### config.mk
export PLATFORM = sky130hd
export DESIGN_NAME = traffic_phase_ctrl
export DESIGN_NICKNAME = d
export VERILOG_FILES = /design/src/rtl/traffic_phase_ctrl.sv
export SDC_FILE = /design/constraint.sdc
export NUM_CORES = 1
export LEC_CHECK = 0
export ABC_AREA = 1
export CAP_MARGIN = 20
export CORE_MARGIN = 8
export CORE_UTILIZATION = 47
export CTS_BUF_LIST = sky130_fd_sc_hd__clkbuf_16
export CTS_CLUSTER_SIZE = 10
export DETAILED_ROUTE_END_ITERATION = 8
export GPL_TIMING_DRIVEN = 0
export PLACE_DENSITY = 0.76
export SKIP_CTS_REPAIR_TIMING = 1
export SLEW_MARGIN = 20
export SYNTH_ARGS = -nofsm -noshare
export SYNTH_HDL_FRONTEND = slang
export SYNTH_SLANG_ARGS = --single-unit
### constraint.sdc
create_clock -name clk -period 1.38 [get_ports clk]
set_input_delay 0.207 -clock clk [delete_from_list [all_inputs] [get_ports clk]]
set_output_delay 0.207 -clock clk [all_outputs]
set_load 0.02 [all_outputs]
### src/rtl/traffic_phase_ctrl.sv
// N-direction intersection phase controller: GREEN -> YELLOW -> ALLRED with round-robin service.
// Optional macro MAX_GREEN_EN caps a contested green at MAX_GREEN cycles.
module traffic_phase_ctrl #(
    parameter int NUM_DIR    = 2,
    parameter int CNT_W      = 8,
    parameter int YELLOW_CYC = 3,
    parameter int ALLRED_CYC = 2,
    parameter int MIN_GREEN  = 4,
    parameter int MAX_GREEN  = 16
) (
    input  logic                                              clk,
    input  logic                                              clear,
    input  logic [NUM_DIR-1:0]                                car_req,
    output logic [2*NUM_DIR-1:0]                              lights,
    output logic [((NUM_DIR > 1) ? $clog2(NUM_DIR) : 1)-1:0]  green_dir,
    output logic                                              switching
);
    localparam int DIR_W = (NUM_DIR > 1) ? $clog2(NUM_DIR) : 1;

    localparam logic [1:0] LAMP_RED    = 2'd0;
    localparam logic [1:0] LAMP_YELLOW = 2'd1;
    localparam logic [1:0] LAMP_GREEN  = 2'd2;

    localparam logic [CNT_W-1:0] MIN_G_END = CNT_W'(MIN_GREEN - 1);
    localparam logic [CNT_W-1:0] MAX_G_END = CNT_W'(MAX_GREEN - 1);
    localparam logic [CNT_W-1:0] Y_END     = CNT_W'(YELLOW_CYC - 1);
    localparam logic [CNT_W-1:0] AR_END    = CNT_W'(ALLRED_CYC - 1);
    localparam logic [CNT_W-1:0] TMR_SAT   = {CNT_W{1'b1}};

    localparam logic [2*NUM_DIR-1:0] LIGHTS_RST = {{(2*NUM_DIR-2){1'b0}}, LAMP_GREEN};

`ifdef MAX_GREEN_EN
    localparam bit MAX_EN = 1'b1;
`else
    localparam bit MAX_EN = 1'b0;
`endif

    typedef enum logic [1:0] {
        ST_GREEN  = 2'd0,
        ST_YELLOW = 2'd1,
        ST_ALLRED = 2'd2
    } state_t;

    state_t                 r_state;
    state_t                 w_state_nxt;
    logic [DIR_W-1:0]       r_cur;
    logic [DIR_W-1:0]       w_cur_nxt;
    logic [DIR_W-1:0]       r_tgt;
    logic [DIR_W-1:0]       w_tgt_nxt;
    logic [CNT_W-1:0]       r_timer;
    logic [CNT_W-1:0]       w_timer_nxt;
    logic [CNT_W-1:0]       w_timer_inc;
    logic [2*NUM_DIR-1:0]   r_lights;
    logic [2*NUM_DIR-1:0]   w_lights_nxt;
    logic [DIR_W-1:0]       r_green_dir;
    logic                   r_switching;

    logic [NUM_DIR-1:0]     w_others;
    logic                   w_own;
    logic                   w_max_hit;
    logic                   w_leave;
    logic [DIR_W-1:0]       w_scan;

    // First requesting direction after cur, wrapping; home (0) when nobody else waits.
    function automatic logic [DIR_W-1:0] rr_pick(input logic [DIR_W-1:0] cur,
                                                 input logic [NUM_DIR-1:0] req);
        logic [DIR_W-1:0] pick;
        int               idx;
        pick = '0;
        for (int k = NUM_DIR - 1; k >= 1; k--) begin
            idx = int'(cur) + k;
            if (idx >= NUM_DIR) idx = idx - NUM_DIR;
            if (req[idx[DIR_W-1:0]]) pick = idx[DIR_W-1:0];
        end
        return pick;
    endfunction

    assign w_others    = car_req & ~(NUM_DIR'(1) << r_cur);
    assign w_own       = car_req[r_cur];
    assign w_max_hit   = MAX_EN && (r_timer >= MAX_G_END);
    assign w_leave     = (r_timer >= MIN_G_END) &&
                         (((r_cur != '0) && !w_own) ||
                          ((w_others != '0) && (!w_own || w_max_hit)));
    assign w_scan      = rr_pick(r_cur, w_others);
    assign w_timer_inc = (r_timer == TMR_SAT) ? r_timer : r_timer + CNT_W'(1);

    always_comb begin
        w_state_nxt = r_state;
        w_cur_nxt   = r_cur;
        w_tgt_nxt   = r_tgt;
        w_timer_nxt = w_timer_inc;
        case (r_state)
            ST_GREEN: begin
                if (w_leave) begin
                    w_state_nxt = ST_YELLOW;
                    w_tgt_nxt   = w_scan;
                    w_timer_nxt = '0;
                end
            end
            ST_YELLOW: begin
                if (r_timer == Y_END) begin
                    w_state_nxt = ST_ALLRED;
                    w_timer_nxt = '0;
                end
            end
            ST_ALLRED: begin
                if (r_timer == AR_END) begin
                    w_state_nxt = ST_GREEN;
                    w_cur_nxt   = r_tgt;
                    w_timer_nxt = '0;
                end
            end
            default: begin
                w_state_nxt = ST_GREEN;
                w_timer_nxt = '0;
            end
        endcase
    end

    // Lamp image of the next state, so the registered outputs track state exactly.
    always_comb begin
        w_lights_nxt = '0;
        for (int d = 0; d < NUM_DIR; d++) begin
            if (DIR_W'(d) == w_cur_nxt) begin
                if (w_state_nxt == ST_GREEN)       w_lights_nxt[2*d +: 2] = LAMP_GREEN;
                else if (w_state_nxt == ST_YELLOW) w_lights_nxt[2*d +: 2] = LAMP_YELLOW;
                else                               w_lights_nxt[2*d +: 2] = LAMP_RED;
            end
        end
    end

    always_ff @(posedge clk) begin
        if (clear) begin
            r_state     <= ST_GREEN;
            r_cur       <= '0;
            r_tgt       <= '0;
            r_timer     <= '0;
            r_lights    <= LIGHTS_RST;
            r_green_dir <= '0;
            r_switching <= 1'b0;
        end else begin
            r_state     <= w_state_nxt;
            r_cur       <= w_cur_nxt;
            r_tgt       <= w_tgt_nxt;
            r_timer     <= w_timer_nxt;
            r_lights    <= w_lights_nxt;
            r_green_dir <= w_cur_nxt;
            r_switching <= (w_state_nxt != ST_GREEN);
        end
    end

    assign lights    = r_lights;
    assign green_dir = r_green_dir;
    assign switching = r_switching;

endmodule

Word-level counts from Yosys, hierarchy flattened
Cells that the tools add are included.
- flip-flop bits (word level): 17
- input bits: 4
- output and inout bits: 6
- word-level logic and storage cells: 57
- add/sub/neg operators: 3
- order comparisons: 4
- equality and inequality tests: 6
- shift operators: 1
- muxes and demuxes: 20
- bitwise gates (word level): 3
- reductions and logical operators: 12
- operator list (cell ; number):
    $mux 8 ; 4
    $pmux 8 s3 ; 1
    $mux 2 ; 5
    $mux 1 ; 9
    $add 8x1->8 const B ; 1
    $eq 8x1->1 const B ; 1
    $eq 8x2->1 const B ; 1
    $eq 8x8->1 const B ; 1
    $ge 8x2->1 const B ; 1
    $pmux 2 s3 ; 1
    $eq 2x1->1 const B ; 2
    $logic_not 2->1 ; 2
    $lt 1x2->1 const B ; 2
    $reduce_bool 2->1 ; 2
    $reduce_or 2->1 ; 2
    $logic_and 1x1->1 ; 3
    $add 1x1->2 const B ; 1
    $and 2x2->2 ; 1
    $eq 2x2->1 const B ; 1
    $ge 2x2->1 const B ; 1
    $not 2->2 ; 1
    $reduce_and 2->1 ; 1
    $shl 1x1->2 const A ; 1
    $logic_not 1->1 ; 1
    other kinds (3) ; 3

Depth between registers and ports, before layout
Gate-level depths: netlist of run 1.
- depth after elaboration: 13
- mapped depth: 10
- mapped depth without buffers: 10

Least setup slack after synthesis of run 1
OpenSTA, ideal clock, no wires.
- kind: reg2reg
- start point: register r_timer[1]
- end point: register r_timer[2]
- library setup time: 116 ps
- arrival: 1210 ps
- required time: 1264 ps
- slack: 54 ps
- cell stages (with the launch flop): 8
- path buffers: 0
- clock period less this slack: 1326 ps
- cells stage by stage: dfxtp_1 ha_1 nand3_1 nor2_2 nand2_2 nand2_1 xor2_1 nor2_1
- longest elaborated chain between the ends: 4
- elaborated cells on any way between the ends: 11
- those cells by class: 1 x add/sub; 1 x order compare; 3 x eq/ne; 5 x mux; 1 x reduce/logical
- ends and longest elaborated chain (item ; line ; RTL):
    from (decl) ; 50 ; logic [CNT_W-1:0] r_timer;
    from (signal assigned) ; 145 ; r_timer <= w_timer_nxt;
    $add 8x1->8 (tied with other cells) ; 85 ; assign w_timer_inc = (r_timer == TMR_SAT) ? r_timer : r_timer + CNT_W'(1);
    $mux 8 or $logic_and 1x1->1 (tied branches) ; 85, 81 ;
    $mux 8 (on tied branches) ; 107, 101, 94 ;
    $pmux 8 s3 * ; 92 ; case (r_state)
Every way passes the cells marked *; elsewhere a longest branch is shown, timed or not.
A chain may end at the register's enable or synchronous reset.

Final worst setup path of run 1
- start point: register r_lights[0], in the netlist lights[0]
- end point: output lights[0]
- RTL lines (item ; line ; RTL):
    from (decl) ; 53 ; logic [2*NUM_DIR-1:0] r_lights;
    from (signal assigned) ; 146 ; r_lights <= w_lights_nxt;
    to (decl) ; 14 ; output logic [2*NUM_DIR-1:0] lights,
No word-level cell between the ends.

==> impl_metrics.py, run 1 <==
metrics = {
    "status": {
        "run_status": "completed",
    },
    "logic_synthesis": {
        "netlist-cell-type-count": 16,
        "synth-warning-count": 0,
        "adder_cell_share_of_the_synthesized_area_pct": 4.56,
        "synth_top_family_by_area": "simple AND/OR/NAND/NOR gates",
        "synthXorXnorAreaFrac_pct": 2.13,
        "synth_seq_area_share_pct": 41.3,
        "share_of_the_synthesized_area_in_compound_gates_ao_oa_aoi_oai_pct": 6.84,
        "synth.avg_cell_area_sq_um": 7.10,
        "postSynthCellCount": 116,
        "synth-seq-cells": 17,
        "synth.net_count": 123,
        "synth.area.mux_share_pct": 0,
        "synthesis.area_sq_um": 823,
        "synthSimpleGateAreaFrac_pct": 36.9,
    },
    "die": {
        "core_area_sq_um": 1690,
        "floorplan.initialDensity_pct": 48.7,
        "die_width_microns": 57.9,
        "top_level_pins": 10,
        "dieArea_sq_um": 3350,
        "die_h_microns": 57.9,
        "num_rows": 15,
    },
    "run": {
        "max_cap_violations": 0,
    },
    "place": {
        "dp.cells": 142,
        "place.port_buffers": 9,
        "dp_hpwl_microns": 1150,
        "routabilityCongestion": 0.793,
    },
    "route": {
        "totalWireLength_microns": 1680,
        "ant_nets": 0,
        "detailedRoute.firstPassIterationCount": 4,
        "route.detailed.drc": 0,
        "detail_route.wl_per_cell_microns": 11.5,
        "routed-via-count": 747,
        "drt-initial-drc-count": 21,
        "detail_route.vias_per_cell": 5.12,
    },
    "timing": {
        "finalCritPeriodShare_pct": 97.5,
        "worst_pin_slew_ns": 0.310,
        "max_freq_mhz": 743,
        "finalSetupViolations": 0,
        "final.min_clock_period_ns": 1.35,
        "whs_ns": 0.541,
        "final_hold_viol_count": 0,
        "timing_max_transition_violations_final": 0,
        "timing.clock.skew_ns": 0.000722,
        "rsz0062_at_grt": "true",
        "slew-limit-headroom_pct": 79.3,
    },
    "clock_tree": {
        "tritoncts": "yes",
        "htreeDepth": 1,
        "clock_sinks": 17,
        "numCtsBuffers": 3,
        "cts.path.max_buffers": 2,
        "cts.clk_slew.worst_paths_ns": 0.05,
        "cts_root_buffer": "sky130_fd_sc_hd__clkbuf_16",
        "clkLatencyLatePin_ns": 0.24,
    },
    "final_layout": {
        "final_layout_size_suffix_gt1_share_pct": 25.6,
        "final_common_cell": "sky130_fd_sc_hd__nand2_1",
        "final_nets": 137,
        "n_antenna_cell": 0,
        "layout_cells_excl_fill": 146,
        "area_growth_syn_to_layout_pct": 33.4,
        "most-common-layout-cells": "19 x sky130_fd_sc_hd__nand2_1, 17 x sky130_fd_sc_hd__nor2_1, 16 x sky130_fd_sc_hd__inv_1",
        "number_of_filler_instances_in_the_final_layout": 139,
    },
    "critical_path": {
        "setup.reg_to_reg.worst_slack_ns": 0.03,
        "path_cells": "clkdlybuf4s50_1",
        "end_kind": "output pin",
        "worstReg2RegStart": "r_timer[3]",
        "critPathArrivalTime_ns": 1.14,
        "worstReg2RegEnd": "r_timer[2]",
        "timing.setup.critical_path_class": "reg2out",
        "rr_worst_depth": 8,
        "slowest_delay_ns": 0.59,
        "startpoint_kind_of_the_worst_setup_timing_path": "flop",
        "crit_buf_inv": 1,
        "worst_path_max_delay_cell": "sky130_fd_sc_hd__clkdlybuf4s50_1",
        "crit_family": "buffers and inverters",
        "required_ns": 1.17,
        "worst-path-max-fanout": 1,
    },
    "pwr": {
        "power.share.switching_pct": 23.6,
        "seqPwrFrac_pct": 42.6,
        "comb_power_share_pct": 12.7,
        "p_leak_nw": 0.559,
        "power.switching_mw": 0.300,
        "ir_drop_v": 0.000840,
        "pwr_density_cell_nw_per_um2": 1160,
        "power.clock.fraction_pct": 44.7,
        "cell_internal_pwr_mw": 0.970,
    },
    "min_path": {
        "min_path_type": "reg2reg",
        "worst_case_hold_path_end_point": "r_timer[5]",
        "min_from": "r_timer[5]",
        "timing.hold.worst_path_depth": 2,
    },
    "global_route": {
        "antenna_found_initial": 0,
        "gr-usage-all-layers_pct": 10.1,
        "wire_length_of_the_first_global_routing_pass_microns": 2660,
        "via_count_of_the_first_global_routing_pass": 673,
        "largest_net_degree_at_the_start_of_global_routing": 11,
        "grt-ovfl-total": 0,
    },
}
-- worst max-delay path by stage --
stage / start / slack [ns] / to / cells after the start
after floorplan: r_timer[1] / 0.05 / r_timer[2] / 7
after global placement: car_req[1] / -0.1 / lights[3] / 6
after detailed placement: r_timer[1] / -0.15 / r_timer[2] / 7
after CTS: r_timer[1] / -0.15 / r_timer[2] / 7
after global routing: r_timer[3] / -0.06 / r_timer[2] / 8
final: lights[0] / 0.03 / lights[0] / 1
-- layer usage --
| metal | vias up | part of all wire [%] | global-route usage, % |
|---|---|---|---|
| li1 | 387 | - | - |
| met1 | 346 | 46 | 11.4 |
| met2 | 10 | 49 | 16.2 |
| met3 | 4 | 1.9 | 2.21 |
| met4 | 0 | 3.0 | 7.34 |
| met5 | - | 0 | 0 |
-- power groups by stage --
stage | logic (mW) | registers, mW | clock network (mW)
global route | 0.183 | 0.545 | 0.601
floorplan | 0.0978 | 0.545 | 0
CTS | 0.144 | 0.531 | 0.582
global placement | 0.138 | 0.541 | 0
finish | 0.161 | 0.541 | 0.568
detailed placement | 0.142 | 0.542 | 0
-- registers in the layout, indices dropped and copies added (netlist names) --
| signal | flops |
|---|---|
| r_tgt | 1 |
| r_timer | 8 |
| lights | 4 |
| switching | 1 |
| green_dir | 1 |
| r_state | 2 |
-- cell type report --
class	instances	area [sq um]	share of cell area [%]
repair buffers	9	103	9.34
well taps	17	21.3	1.94
flip-flops and latches	17	352	32.0
clock buffers	3	75.1	6.83
inverters	18	67.6	6.15
clock inverters	1	5.00	0.456
multi-input cells	81	475	43.3
-- worst register-to-register path, stage by stage (launching register included) --
cell	delay [ns]
sky130_fd_sc_hd__dfxtp_1	0.36
sky130_fd_sc_hd__nor2_2	0.19
sky130_fd_sc_hd__nand2_2	0.08
sky130_fd_sc_hd__nor2_4	0.15
sky130_fd_sc_hd__nor2_2	0.04
sky130_fd_sc_hd__nor2_1	0.15
sky130_fd_sc_hd__nand2_2	0.10
sky130_fd_sc_hd__nand2_4	0.10
sky130_fd_sc_hd__nor2_1	0.05
-- Yosys cell counts, drive strengths merged --
master,count,area [sq um]
a21oi,3,15.0
a31oi,1,6.26
and2,1,6.26
dfxtp,17,340
ha,3,37.5
inv,18,67.6
nand2,28,123
nand3,5,25.0
nand3b,1,7.51
nand4,4,25.0
nor2,26,118
o21ai,7,35.0
xor2,2,17.5
-- per-stage QoR --
| stage | TNS (ns) | setup slack (ns) | power, mW | util, % | area, sq um |
|---|---|---|---|---|---|
| after floorplan | 0 | 0.0544 | 0.643 | - | 823 |
| after global placement | -0.630 | -0.0979 | 0.679 | 55.3 | 935 |
| after detailed placement | -1.12 | -0.147 | 0.684 | 55.3 | 935 |
| after CTS | -0.518 | -0.155 | 1.26 | 60.1 | 1010 |
| after global routing | -0.351 | -0.0562 | 1.33 | 65.0 | 1100 |
| final | 0 | 0.0350 | 1.27 | 65.0 | 1100 |
-- cell families (layout without fill, tap and decap cells) --
logic type                 Yosys count  after routing
and+or+nand+nor                     65             65
buffers and inverters               18             31
DFF                                 17             17
AOI/OAI and AO/OA                   11             11
adders and majority gates            3              3
xor gates and xnor gates             2              2
No activity file was read; power rests on OpenSTA's default activity.
==> inputs of run 2 (changes only) <==
--- a/config.mk
+++ b/config.mk
@@ -8,12 +8,12 @@
 export ABC_AREA = 1
 export CAP_MARGIN = 20
 export CORE_MARGIN = 8
-export CORE_UTILIZATION = 47
+export CORE_UTILIZATION = 52
 export CTS_BUF_LIST = sky130_fd_sc_hd__clkbuf_16
 export CTS_CLUSTER_SIZE = 10
 export DETAILED_ROUTE_END_ITERATION = 8
 export GPL_TIMING_DRIVEN = 0
-export PLACE_DENSITY = 0.76
+export PLACE_DENSITY = 0.85
 export SKIP_CTS_REPAIR_TIMING = 1
 export SLEW_MARGIN = 20
 export SYNTH_ARGS = -nofsm -noshare
==> constraint.sdc (replaced) <==
create_clock -name clk -period 1.32 [get_ports clk]
set_input_delay 0.198 -clock clk [delete_from_list [all_inputs] [get_ports clk]]
set_output_delay 0.198 -clock clk [all_outputs]
set_load 0.02 [all_outputs]
==> impl_metrics.py, run 2 (same netlist as run 1, synthesis figures left out) <==
metrics = {
    "min_path": {
        "timing.hold.worst_path_depth": 3,
        "min_from": "r_tgt",
        "worst_case_hold_path_end_point": "lights[0]",
        "min_path_type": "reg2reg",
    },
    "critical_path": {
        "required_ns": 1.45,
        "worstReg2RegEnd": "r_tgt",
        "critPathArrivalTime_ns": 1.52,
        "worstReg2RegStart": "r_timer[0]",
        "rr_worst_depth": 7,
        "timing.critical_path.from": "r_timer[0]",
        "startpoint_kind_of_the_worst_setup_timing_path": "flop",
        "setup.reg_to_reg.worst_slack_ns": -0.07,
        "worst-path-max-fanout": 4,
        "timing.setup.critical_path_class": "reg2reg",
        "end_kind": "flop",
    },
    "timing": {
        "setup-tns-final_ns": -0.379,
        "finalCritPeriodShare_pct": 106,
        "finalSetupViolations": 9,
        "final.setup.worst_slack_ns": -0.0737,
        "timing_max_transition_violations_final": 0,
        "final_hold_viol_count": 0,
        "worst_pin_slew_ns": 0.372,
        "slew-limit-headroom_pct": 75.2,
        "timing.clock.skew_ns": 0.00128,
        "rsz0062_at_grt": "true",
        "final.min_clock_period_ns": 1.39,
        "max_freq_mhz": 718,
    },
    "final_layout": {
        "layout_cells_excl_fill": 148,
        "area_growth_syn_to_layout_pct": 49.4,
        "n_antenna_cell": 0,
        "largest_reg_flops": 8,
        "final_nets": 140,
        "final_layout_size_suffix_gt1_share_pct": 37.1,
        "number_of_filler_instances_in_the_final_layout": 86,
        "multi_input_gate_area_in_the_final_layout_sq_um": 577,
        "regMostFlops": "r_timer",
        "ff_latch_area_sq_um": 357,
        "most-common-layout-cells": "17 x sky130_fd_sc_hd__inv_1, 17 x sky130_fd_sc_hd__nand2_1, 11 x sky130_fd_sc_hd__nor2_1",
    },
    "place": {
        "place.port_buffers": 9,
        "routabilityCongestion": 0.732,
        "dp_hpwl_microns": 1220,
        "dp.cells": 141,
    },
    "run": {
        "max_cap_violations": 0,
    },
    "global_route": {
        "gr-usage-all-layers_pct": 11.0,
        "wire_length_of_the_first_global_routing_pass_microns": 2850,
        "antenna_found_initial": 0,
        "largest_net_degree_at_the_start_of_global_routing": 10,
        "via_count_of_the_first_global_routing_pass": 717,
        "grt-ovfl-total": 0,
    },
    "die": {
        "floorplan.initialDensity_pct": 55.3,
        "top_level_pins": 10,
        "dieArea_sq_um": 3110,
        "die_h_microns": 55.8,
        "core_area_sq_um": 1490,
        "die_width_microns": 55.8,
        "num_rows": 14,
    },
    "pwr": {
        "p_leak_nw": 0.615,
        "power_mw": 1.41,
        "ir_drop_v": 0.000711,
        "pwr_density_cell_nw_per_um2": 1150,
    },
    "clock_tree": {
        "clock_sinks": 17,
        "htreeDepth": 1,
        "clkLatencyLatePin_ns": 0.25,
        "cts_root_buffer": "sky130_fd_sc_hd__clkbuf_16",
        "cts.path.max_buffers": 2,
        "tritoncts": "yes",
        "numCtsBuffers": 3,
        "cts.clk_slew.worst_paths_ns": 0.05,
    },
    "status": {
        "violated_checks": "negative setup slack",
        "run_status": "complete, but fails checks",
    },
    "route": {
        "routed-via-count": 824,
        "totalWireLength_microns": 2390,
        "drt-initial-drc-count": 11,
        "detailedRoute.firstPassIterationCount": 4,
        "detail_route.wl_per_cell_microns": 16.2,
        "ant_nets": 0,
        "route.detailed.drc": 0,
        "detail_route.vias_per_cell": 5.57,
    },
}
## run 2: cell count changes in the layout (fill, tap and decap cells not counted), sizes merged
| cell | before | now |
|---|---|---|
| buf | 0 | 3 |
| clkdlybuf4s50 | 4 | 3 |
| clkinv | 1 | 0 |
| dlymetal6s2s | 5 | 6 |
| inv | 18 | 19 |
## run 2: worst max path at each step
stage	end	cells past startpoint	slack, ns
floorplan	r_timer[2]	7	0.01
global placement	lights[3]	6	-0.16
detailed placement	r_timer[2]	7	-0.17
CTS	r_timer[2]	7	-0.19
global route	r_timer[2]	8	-0.1
finish	r_tgt	7	-0.07
## run 2: layout make-up
type,instances,share of cell area (%)
Clock buffer,3,6.10
Inverter,18,5.70
Sequential cell,17,29.0
Tap cell,16,1.63
Timing Repair Buffer,12,10.4
Multi-Input combinational cell,81,46.9
Clock inverter,1,0.305
## run 2: critical path, cell delays in order (launching register included)
cell and delay [ns]:
sky130_fd_sc_hd__dfxtp_4 0.41, sky130_fd_sc_hd__ha_4 0.18, sky130_fd_sc_hd__inv_1 0.05, sky130_fd_sc_hd__nand4_1 0.12
sky130_fd_sc_hd__nand3_2 0.11, sky130_fd_sc_hd__buf_4 0.16, sky130_fd_sc_hd__a21oi_1 0.17, sky130_fd_sc_hd__nor2_1 0.08
## run 2: metrics by stage
| stage | hold slack [ns] | instance area, sq um | setup WS [ns] | util, % |
|---|---|---|---|---|
| after floorplan | 0.269 | 826 | 0.0122 | - |
| after global placement | 0.517 | 936 | -0.164 | 62.9 |
| after detailed placement | 0.531 | 936 | -0.170 | 62.9 |
| after CTS | 0.539 | 1010 | -0.187 | 68.2 |
| after global routing | 0.599 | 1230 | -0.0984 | 82.6 |
| final | 0.580 | 1230 | -0.0737 | 82.6 |
## run 2: metal layers
layer | GRT usage, % | vias up | wire length, microns
li1 | - | 391 | -
met4 | 6.34 | 0 | 55
met3 | 3.42 | 7 | 114
met1 | 10.5 | 395 | 881
met2 | 20.0 | 31 | 1340
met5 | 0 | - | 0
## run 2: where the power goes
| part | total [mW] | switching, mW | internal [mW] |
|---|---|---|---|
| combinational | 0.245 | 0.141 | 0.104 |
| clock | 0.588 | 0.186 | 0.402 |
| sequential | 0.578 | 0.0395 | 0.539 |
